==> src/rtl/synth_voice_pkg.sv <==
// Shared types and helpers for the ADSR voice allocator.
// Latency: n/a (types, constants and constant functions only).
// Backpressure: n/a.
package synth_voice_pkg;

    typedef enum logic [1:0] {
        S_IDLE,
        S_DECIDE,
        S_KICK
    } alloc_state_t;

    localparam int DEFAULT_NOTE_W = 7;

    // Width of an age value, which is also the width of a voice index.
    function automatic int AGE_W(input int num_voices);
        return (num_voices < 2) ? 1 : $clog2(num_voices);
    endfunction

endpackage

==> src/rtl/voice_lru.sv <==
// Least-recently-allocated tracker; ages stay a permutation of 0..NUM_VOICES-1.
// Latency: touch takes effect next cycle; oldest_idx is combinational from state.
// Backpressure: none, a touch is accepted every cycle.
module voice_lru
    import synth_voice_pkg::*;
#(
    parameter int NUM_VOICES = 4
) (
    input  logic                           clk,
    input  logic                           reset,
    input  logic                           touch_vld,
    input  logic [AGE_W(NUM_VOICES)-1:0]   touch_idx,
    output logic [AGE_W(NUM_VOICES)-1:0]   oldest_idx
);

    localparam int AW = AGE_W(NUM_VOICES);

    logic [AW-1:0] age_q [NUM_VOICES];
    logic [AW-1:0] age_d [NUM_VOICES];
    logic [AW-1:0] best_age;

    always_comb begin
        age_d = age_q;
        if (touch_vld) begin
            // Everything younger than the touched voice ages by one.
            for (int i = 0; i < NUM_VOICES; i++) begin
                if (age_q[i] < age_q[touch_idx]) begin
                    age_d[i] = age_q[i] + AW'(1);
                end
            end
            age_d[touch_idx] = '0;
        end
    end

    always_comb begin
        oldest_idx = '0;
        best_age   = age_q[0];
        for (int i = 1; i < NUM_VOICES; i++) begin
            if (age_q[i] > best_age) begin
                oldest_idx = AW'(i);
                best_age   = age_q[i];
            end
        end
    end

    always_ff @(posedge clk or posedge reset) begin
        if (reset) begin
            for (int i = 0; i < NUM_VOICES; i++) begin
                age_q[i] <= AW'(i);
            end
        end else begin
            age_q <= age_d;
        end
    end

endmodule

==> src/rtl/adsr_voice_alloc.sv <==
// Polyphonic note-to-voice allocator driving ADSR gates; SUSTAIN_PEDAL_EN adds a sustain pedal.
// Latency: free-voice note-on gates in 2 cycles; retrigger/steal drops gate 1 cycle, re-gates in 3.
// Backpressure: ev_ready only in S_IDLE, so one event per 2 cycles (3 for retrigger/steal).
module adsr_voice_alloc
    import synth_voice_pkg::*;
#(
    parameter int NUM_VOICES = 4,
    parameter int NOTE_W     = DEFAULT_NOTE_W
) (
    input  logic                         clk,
    input  logic                         reset,
    input  logic                         ev_valid,
    output logic                         ev_ready,
    input  logic                         ev_note_on,
    input  logic [NOTE_W-1:0]            ev_note,
    input  logic [NUM_VOICES-1:0]        voice_idle,
`ifdef SUSTAIN_PEDAL_EN
    input  logic                         sustain_pedal,
`endif
    output logic [NUM_VOICES-1:0]        voice_gate,
    output logic [NUM_VOICES*NOTE_W-1:0] voice_note,
    output logic                         steal_pulse
);

    localparam int AW = AGE_W(NUM_VOICES);

    alloc_state_t            state_q, state_d;
    logic                    on_q, on_d;
    logic [NOTE_W-1:0]       lnote_q, lnote_d;
    logic [NUM_VOICES-1:0]   gate_q, gate_d;
    logic [NOTE_W-1:0]       note_q [NUM_VOICES];
    logic [NOTE_W-1:0]       note_d [NUM_VOICES];
    logic [AW-1:0]           victim_q, victim_d;
    logic                    steal_q, steal_d;

    logic                    touch_vld;
    logic [AW-1:0]           oldest_idx;
    logic [NUM_VOICES-1:0]   match_mask;
    logic [NUM_VOICES-1:0]   clr_mask;
    logic                    retrig_found, idle_found, free_found;
    logic [AW-1:0]           retrig_idx, idle_idx, free_idx;
    logic [AW-1:0]           pick;
    logic                    pick_steal;

`ifdef SUSTAIN_PEDAL_EN
    logic [NUM_VOICES-1:0]   held_q, held_d;
    logic                    pedal_q, pedal_d;
`endif

    voice_lru #(
        .NUM_VOICES (NUM_VOICES)
    ) u_lru (
        .clk        (clk),
        .reset      (reset),
        .touch_vld  (touch_vld),
        .touch_idx  (pick),
        .oldest_idx (oldest_idx)
    );

    // Victim priority: retrigger, silent free voice, releasing voice, oldest steal.
    always_comb begin
        retrig_found = 1'b0;
        idle_found   = 1'b0;
        free_found   = 1'b0;
        retrig_idx   = '0;
        idle_idx     = '0;
        free_idx     = '0;
        match_mask   = '0;
        for (int i = 0; i < NUM_VOICES; i++) begin
            match_mask[i] = gate_q[i] && (note_q[i] == lnote_q);
            if (!retrig_found && match_mask[i]) begin
                retrig_found = 1'b1;
                retrig_idx   = AW'(i);
            end
            if (!idle_found && !gate_q[i] && voice_idle[i]) begin
                idle_found = 1'b1;
                idle_idx   = AW'(i);
            end
            if (!free_found && !gate_q[i]) begin
                free_found = 1'b1;
                free_idx   = AW'(i);
            end
        end
        pick_steal = 1'b0;
        if (retrig_found) begin
            pick = retrig_idx;
        end else if (idle_found) begin
            pick = idle_idx;
        end else if (free_found) begin
            pick = free_idx;
        end else begin
            pick       = oldest_idx;
            pick_steal = 1'b1;
        end
    end

    always_comb begin
        state_d   = state_q;
        on_d      = on_q;
        lnote_d   = lnote_q;
        gate_d    = gate_q;
        note_d    = note_q;
        victim_d  = victim_q;
        steal_d   = 1'b0;
        touch_vld = 1'b0;
        ev_ready  = 1'b0;
        clr_mask  = '0;
`ifdef SUSTAIN_PEDAL_EN
        held_d    = held_q;
        pedal_d   = sustain_pedal;
`endif
        case (state_q)
            S_IDLE: begin
                ev_ready = 1'b1;
                if (ev_valid) begin
                    on_d    = ev_note_on;
                    lnote_d = ev_note;
                    state_d = S_DECIDE;
                end
            end
            S_DECIDE: begin
                state_d = S_IDLE;
                if (on_q) begin
                    note_d[pick] = lnote_q;
                    touch_vld    = 1'b1;
                    victim_d     = pick;
`ifdef SUSTAIN_PEDAL_EN
                    held_d[pick] = 1'b0;
`endif
                    if (gate_q[pick]) begin
                        // Gate already high: pulse it low so the ADSR restarts its attack.
                        gate_d[pick] = 1'b0;
                        steal_d      = pick_steal;
                        state_d      = S_KICK;
                    end else begin
                        gate_d[pick] = 1'b1;
                    end
                end else begin
`ifdef SUSTAIN_PEDAL_EN
                    if (sustain_pedal) begin
                        held_d = held_d | match_mask;
                    end else begin
                        clr_mask = match_mask;
                    end
`else
                    clr_mask = match_mask;
`endif
                end
            end
            S_KICK: begin
                gate_d[victim_q] = 1'b1;
                state_d          = S_IDLE;
            end
            default: begin
                state_d = S_IDLE;
            end
        endcase
`ifdef SUSTAIN_PEDAL_EN
        if (pedal_q && !sustain_pedal) begin
            clr_mask = clr_mask | held_q;
        end
        held_d = held_d & ~clr_mask;
`endif
        gate_d = gate_d & ~clr_mask;
    end

    always_ff @(posedge clk or posedge reset) begin
        if (reset) begin
            state_q  <= S_IDLE;
            on_q     <= 1'b0;
            lnote_q  <= '0;
            gate_q   <= '0;
            victim_q <= '0;
            steal_q  <= 1'b0;
            for (int i = 0; i < NUM_VOICES; i++) begin
                note_q[i] <= '0;
            end
`ifdef SUSTAIN_PEDAL_EN
            held_q   <= '0;
            pedal_q  <= 1'b0;
`endif
        end else begin
            state_q  <= state_d;
            on_q     <= on_d;
            lnote_q  <= lnote_d;
            gate_q   <= gate_d;
            victim_q <= victim_d;
            steal_q  <= steal_d;
            note_q   <= note_d;
`ifdef SUSTAIN_PEDAL_EN
            held_q   <= held_d;
            pedal_q  <= pedal_d;
`endif
        end
    end

    always_comb begin
        voice_note = '0;
        for (int i = 0; i < NUM_VOICES; i++) begin
            voice_note[i*NOTE_W +: NOTE_W] = note_q[i];
        end
    end

    assign voice_gate  = gate_q;
    assign steal_pulse = steal_q;

endmodule

==> config.mk <==
export PLATFORM = sky130hd
export DESIGN_NAME = adsr_voice_alloc
export DESIGN_NICKNAME = d
export VERILOG_FILES = /design/src/rtl/synth_voice_pkg.sv /design/src/rtl/voice_lru.sv /design/src/rtl/adsr_voice_alloc.sv
export SDC_FILE = /design/constraint.sdc
export NUM_CORES = 1
export LEC_CHECK = 0
export BUFFER_PORTS_ARGS = -buffer_cell sky130_fd_sc_hd__buf_2
export CORE_AREA = 4 4 88 90
export DETAILED_ROUTE_END_ITERATION = 7
export DIE_AREA = 0 0 92 94
export PLACE_DENSITY = 0.73
export SKIP_CTS_REPAIR_TIMING = 1
export SYNTH_ARGS = -nofsm -noshare
export SYNTH_HDL_FRONTEND = slang
export SYNTH_HIERARCHICAL = 1
export SYNTH_SLANG_ARGS = --single-unit
==> constraint.sdc <==
create_clock -name clk -period 9.3 [get_ports clk]
set_clock_uncertainty 0.15 [all_clocks]
set_input_delay 0 -clock clk [delete_from_list [all_inputs] [get_ports clk]]
set_output_delay 0 -clock clk [all_outputs]
set_load 0.05 [all_outputs]
Word-level counts from Yosys, hierarchy flattened
Cells that the tools add are included.
W data, S select, Z words.

operators by class
  equal/unequal tests = 7
  $add $sub $neg = 4
  reductions and logical operators = 35
  mux-type cells = 69
  order comparisons = 13
  bitwise operators = 9

operators with widths
  operator               count
  $mux W2                27
  $bwmux W28             1
  $eq A7 B7 Y1           4
  $mux W1                28
  $logic_and A1 B1 Y1    20
  $mux W4                4
  $demux W7 S2           1
  $logic_not A1 Y1       12
  $add A2 B1 Y2 const B  4
  $and A4 B4 Y4          2
  $and A8 B8 Y8          1
  $lt A2 B2 Y1           4
  $not A4 Y4             2
  $not A8 Y8             1
  $or A4 B4 Y4           2
  $pmux W4 S2            1
  $mux W7                1
  $gt A2 B2 Y1           3
  $lt A2 B3 Y1 const B   2
  $bmux W2 S2            1
  $demux W1 S2           2
  $demux W2 S2           1
  $ge A2 B1 Y1 const B   2
  $pmux W2 S2            1
  other kinds (9)        10

storage, ports and cells
  register bits after elaboration = 53
  logic and storage cells = 151

Depth between registers and ports, before layout
  depth after elaboration = 27
  depth in mapped cells = 24

Modules after synthesis
Netlist, hierarchy kept.

modules (own cells, without submodules)
  module            area an instance (µm²)  times used  cells an instance
  adsr_voice_alloc  2565.0                  1           230
  voice_lru         772.0                   1           85

Least setup slack after synthesis
OpenSTA, ideal clock, no wires.

  path type = flip-flop to flip-flop
  start point = register u_lru/age_q[4] in the netlist's numbering
  end point = register u_lru/age_q[7] in the netlist's numbering
  path slack = 4.247 ns
  path buffers = 1
  arrival time = 4.782 ns
  cell stages (with the launch flop) = 25
  cell sequence = dfstp_2 -> inv_1 -> ha_1 -> o21bai_1 -> and3_1 -> nor2_1 -> ha_1 -> inv_1 -> o22a_1 -> o31ai_1 -> ha_1 -> nand2_1 -> o21ai_0 -> nand2b_1 -> nand3b_1 -> o311ai_0 -> a21o_1 -> a311oi_4 -> buf_6 -> mux4_1 -> inv_1 -> ha_1 -> nor3b_1 -> o21ai_0 -> a22o_1

between the ends
  longest elaborated chain between the ends = 17

ends and longest elaborated chain
  element                                      line                              source
  start, declared                              voice_lru.sv:18                   logic [AW-1:0] age_q [NUM_VOICES];
  start signal, assigned by index              voice_lru.sv:49                   age_q[i] <= AW'(i);
  start signal, assigned                       voice_lru.sv:52                   age_q <= age_d;
  $gt A2 B2 Y1                                 voice_lru.sv:39                   if (age_q[i] > best_age) begin
  $mux W2 *                                    voice_lru.sv:39
  $gt A2 B2 Y1                                 voice_lru.sv:39
  $mux W2                                      voice_lru.sv:39
  $gt A2 B2 Y1                                 voice_lru.sv:39
  $mux W2 *                                    voice_lru.sv:39
  via oldest_idx[1]                            adsr_voice_alloc.sv:37            logic [AW-1:0] oldest_idx;
  $mux W2 *                                    adsr_voice_alloc.sv:89            end else if (free_found) begin
  [2 not listed]                               n/a
  via pick[1]                                  adsr_voice_alloc.sv:42            logic [AW-1:0] pick;
  $not A2 Y3 (not written as such) *           voice_lru.sv:27, voice_lru.sv:31
  $bmux W2 S2                                  voice_lru.sv:27                   if (age_q[i] < age_q[touch_idx]) begin
  $mux W2 (not written as such) (2 in series)  voice_lru.sv:27
  $lt A2 B2 Y1                                 voice_lru.sv:27
  $mux W2                                      voice_lru.sv:27
  $mux W2                                      voice_lru.sv:24                   if (touch_vld) begin
  $and A8 B8 Y8 (no line) *                    n/a

Mark *: on every way through the listed nets, which the timed path passes. The rest lies on a longest branch. The select of a mux whose other input is x is not followed.
A chain may end at the register's enable or synchronous reset.

Worst setup path in the final report
  start point = register u_lru/age_q[7] in the netlist's numbering
  end point = register u_lru/age_q[7] in the netlist's numbering

between the ends
  longest elaborated chain between the ends = 17

ends and longest elaborated chain
  element                                      line
  $gt A2 B2 Y1                                 voice_lru.sv:39
  $mux W2                                      voice_lru.sv:39
  $gt A2 B2 Y1                                 voice_lru.sv:39
  $mux W2                                      voice_lru.sv:39
  $gt A2 B2 Y1                                 voice_lru.sv:39
  $mux W2 *                                    voice_lru.sv:39
  via oldest_idx[0]                            adsr_voice_alloc.sv:37
  $mux W2 *                                    adsr_voice_alloc.sv:89
  [2 not listed]                               n/a
  via pick[0]                                  adsr_voice_alloc.sv:42
  $not A2 Y3 (not written as such) *           voice_lru.sv:27, voice_lru.sv:31
  $bmux W2 S2                                  voice_lru.sv:27
  $mux W2 (not written as such) (2 in series)  voice_lru.sv:27
  $lt A2 B2 Y1                                 voice_lru.sv:27
  $mux W2                                      voice_lru.sv:27
  $mux W2                                      voice_lru.sv:24
  $and A8 B8 Y8 (no line) *                    n/a

Marked as above.

==> reports/summary.txt <==
Yosys reg bits: 53
Clock transition at path regs: 0.09 ns
count leader, synth: dfrtp_1
IO buf count: 48
FFs w/ async S/R, synth: 100%
DRT antenna net count: 0
outcome: complete, no violations
Num CTS Buffers: 5
Max-cap violations: 0
Die ar.: 8650 µm²
Nets: 395
Via-to-Cell Ratio: 5.41
routability cong.: 0.870
DRC errors left: 0
CTS Buffer Depth: 2
pin count of the biggest net entering global routing: 46
share of layout cells above drive strength 1: 29.5%
Slew @ Worst Pin: 0.910 ns
commonest cells in the netlist: dfrtp_1 (49), mux2_2 (29), inv_1 (27), xnor2_1 (21), o21ai_0 (16)
Starting Density: 47.3%
WP data required: 9.35 ns
global-route wire length before repair: 12.2 mm
CTS Root Cell: clkbuf_8
Unique masters post-synth: 58
Area growth syn-to-layout: 13.7%
Die Height: 94 µm
endpoints failing setup: 0
Iter 0 DRT Violations: 159
Final Critical Period: 5.90 ns
Synth area leader: dfrtp_1
DIE WIDTH: 92 µm
Filler cells: 649
Mapped Nets: 345
R2R cell count: 24
Slew Limit Fails: 0
CTS tree: yes
Crit. End Element: register
grt total ovfl: 0
post-synth design cell area: 3340 µm²
class of the most critical setup path: reg2reg
max_slew headroom: 39.3%
maximum clock rate: 0.170 GHz
Clock Latency Late Sink: 0.30 ns
routed len/inst: 15.8 µm
Worst EP arrival: 5.95 ns
Post-Syn Area per Cell: 10.6 µm²
Diodes inserted: 0
Worst R2R Start: u_lru/age_q[7]
period utilisation layout: 63.4%
initial antenna violation count: 0
total track usage: 17.6%
I/O pin count: 49
setup TNS: 0 ns
clock net sink count: 53
H-tree depth: 2
Crit Path Max Fanout: 11
Ys Warns: 6
post-synth top area share: 36.7%
number of cell rows: 31
cell count after synthesis: 315
R2R Path End: u_lru/age_q[7]
post-DP HPWL: 5.45 mm
register-to-register setup slack: 3.40 ns
top_reg_cell synth: dfrtp_1
via count: 2516
Post-Route Utilization: 53.8%
number of global-route vias before repair: 2458
DR pass1 iterations: 5
worst min-delay path category: in2async
WL final: 7.35 mm
endpoints failing hold: 0
top post-synthesis cells by area: dfrtp_1 (37%), mux2_2 (9.8%), ha_1 (5.6%)
core area: 7060 µm²
RSZ-0062 raised after global routing: no
sequential cell area fraction in the yosys report: 39.9%
number of synthesized flops with an enable pin: 0
startpoint types: register
critical path, stage by stage (launching register included):
cell and delay, ns:
dfrtp_1 0.44, inv_1 0.09, ha_1 0.29, o21bai_1 0.20
and3_1 0.21, nor2_1 0.05, ha_1 0.27, inv_1 0.05
o22a_1 0.21, o31ai_1 0.22, ha_1 0.19, nor2b_1 0.04
o21ai_0 0.19, o21ai_0 0.11, nand3b_1 0.17, a222oi_1 0.34
o22ai_1 0.12, o221ai_1 0.68, inv_1 0.41, mux4_1 0.33
inv_1 0.13, ha_1 0.26, nor3b_1 0.24, o21ai_0 0.13
a22o_1 0.25
per-layer routing:
layer / GRT usage [%] / wire [µm] / share of wire [%] / up-vias
li1: - / - / - / 1208
met1: 23.0 / 3290 / 45 / 1222
met2: 28.5 / 3470 / 47 / 78
met3: 4.65 / 524 / 7.1 / 8
met4: 5.45 / 63 / 0.86 / 0
met5: 0 / 0 / 0 / -
layout by cell type (no fill, tap or decap), types with 3 or more instances in the layout:
| master | count |
|---|---|
| xor2_1 | 8 |
| nor3b_1 | 7 |
| xnor2_1 | 21 |
| ha_1 | 15 |
| nand2b_1 | 5 |
| dlygate4sd3_1 | 10 |
| o21ai_0 | 16 |
| o21a_1 | 4 |
| clkbuf_8 | 5 |
| mux2_4 | 7 |
| inv_1 | 26 |
| buf_2 | 48 |
| nand3_1 | 4 |
| nand3b_1 | 4 |
| nand2_1 | 15 |
| mux2_2 | 29 |
| dfrtp_1 | 49 |
| nor2b_1 | 8 |
| a21oi_1 | 9 |
| nor2_1 | 12 |
| nand4_1 | 7 |
| o221ai_1 | 3 |
| dfstp_2 | 4 |
| a21o_1 | 3 |
logic make-up (layout without fill, tap and decap cells):
logic type,Yosys count,count (layout),synth area share (%)
adders and majority gates,15,15,5.62
DFF,53,53,39.9
and+or+nand+nor,81,81,14.7
buffers and inverters,43,94,5.92
muxes,39,39,14.7
xor gates and xnor gates,29,29,7.61
AOI/OAI and AO/OA,55,55,11.5
stage by stage:
stage          hold WS [ns]  instance area [µm²]  worst slack [ns]  instances
3_3_place_gp         -0.176                 3610              3.72        447
6_report             0.0576                 3790              3.40        465
3_5_place_dp         -0.163                 3610              3.40        447
2_1_floorplan        -0.337                 3340              4.25        315
4_1_cts              -0.502                 3690              3.39        455
5_1_grt              0.0762                 3790              2.85        465
registers in the layout (all words and copies together), names as in the netlist:
signal,flops
voice_note,28
victim_q,2
on_q,1
voice_gate,4
u_lru/age_q,8
steal_pulse,1
lnote_q,7
state_q,2
how the worst max path moves through the flow:
stage,startpoint,end
2_1_floorplan,u_lru/age_q[4],u_lru/age_q[7]
3_3_place_gp,u_lru/age_q[7],u_lru/age_q[7]
3_5_place_dp,u_lru/age_q[4],u_lru/age_q[7]
4_1_cts,u_lru/age_q[7],u_lru/age_q[7]
5_1_grt,u_lru/age_q[7],u_lru/age_q[7]
6_report,u_lru/age_q[7],u_lru/age_q[7]
final cells by class:
class / instances / area [µm²] / share of cell area (%)
multi-input combinational: 219 / 1810 / 47.6
sequential: 53 / 1330 / 35.1
timing repair buffer: 59 / 348 / 9.17
tap: 99 / 124 / 3.26
inverter: 27 / 101 / 2.67
clock buffer: 6 / 72.6 / 1.91
clock inverter: 2 / 10.0 / 0.264
Power is left out: the tool's default activity adds up to more than one toggle a clock period on the data nets, which glitch-free logic cannot reach.
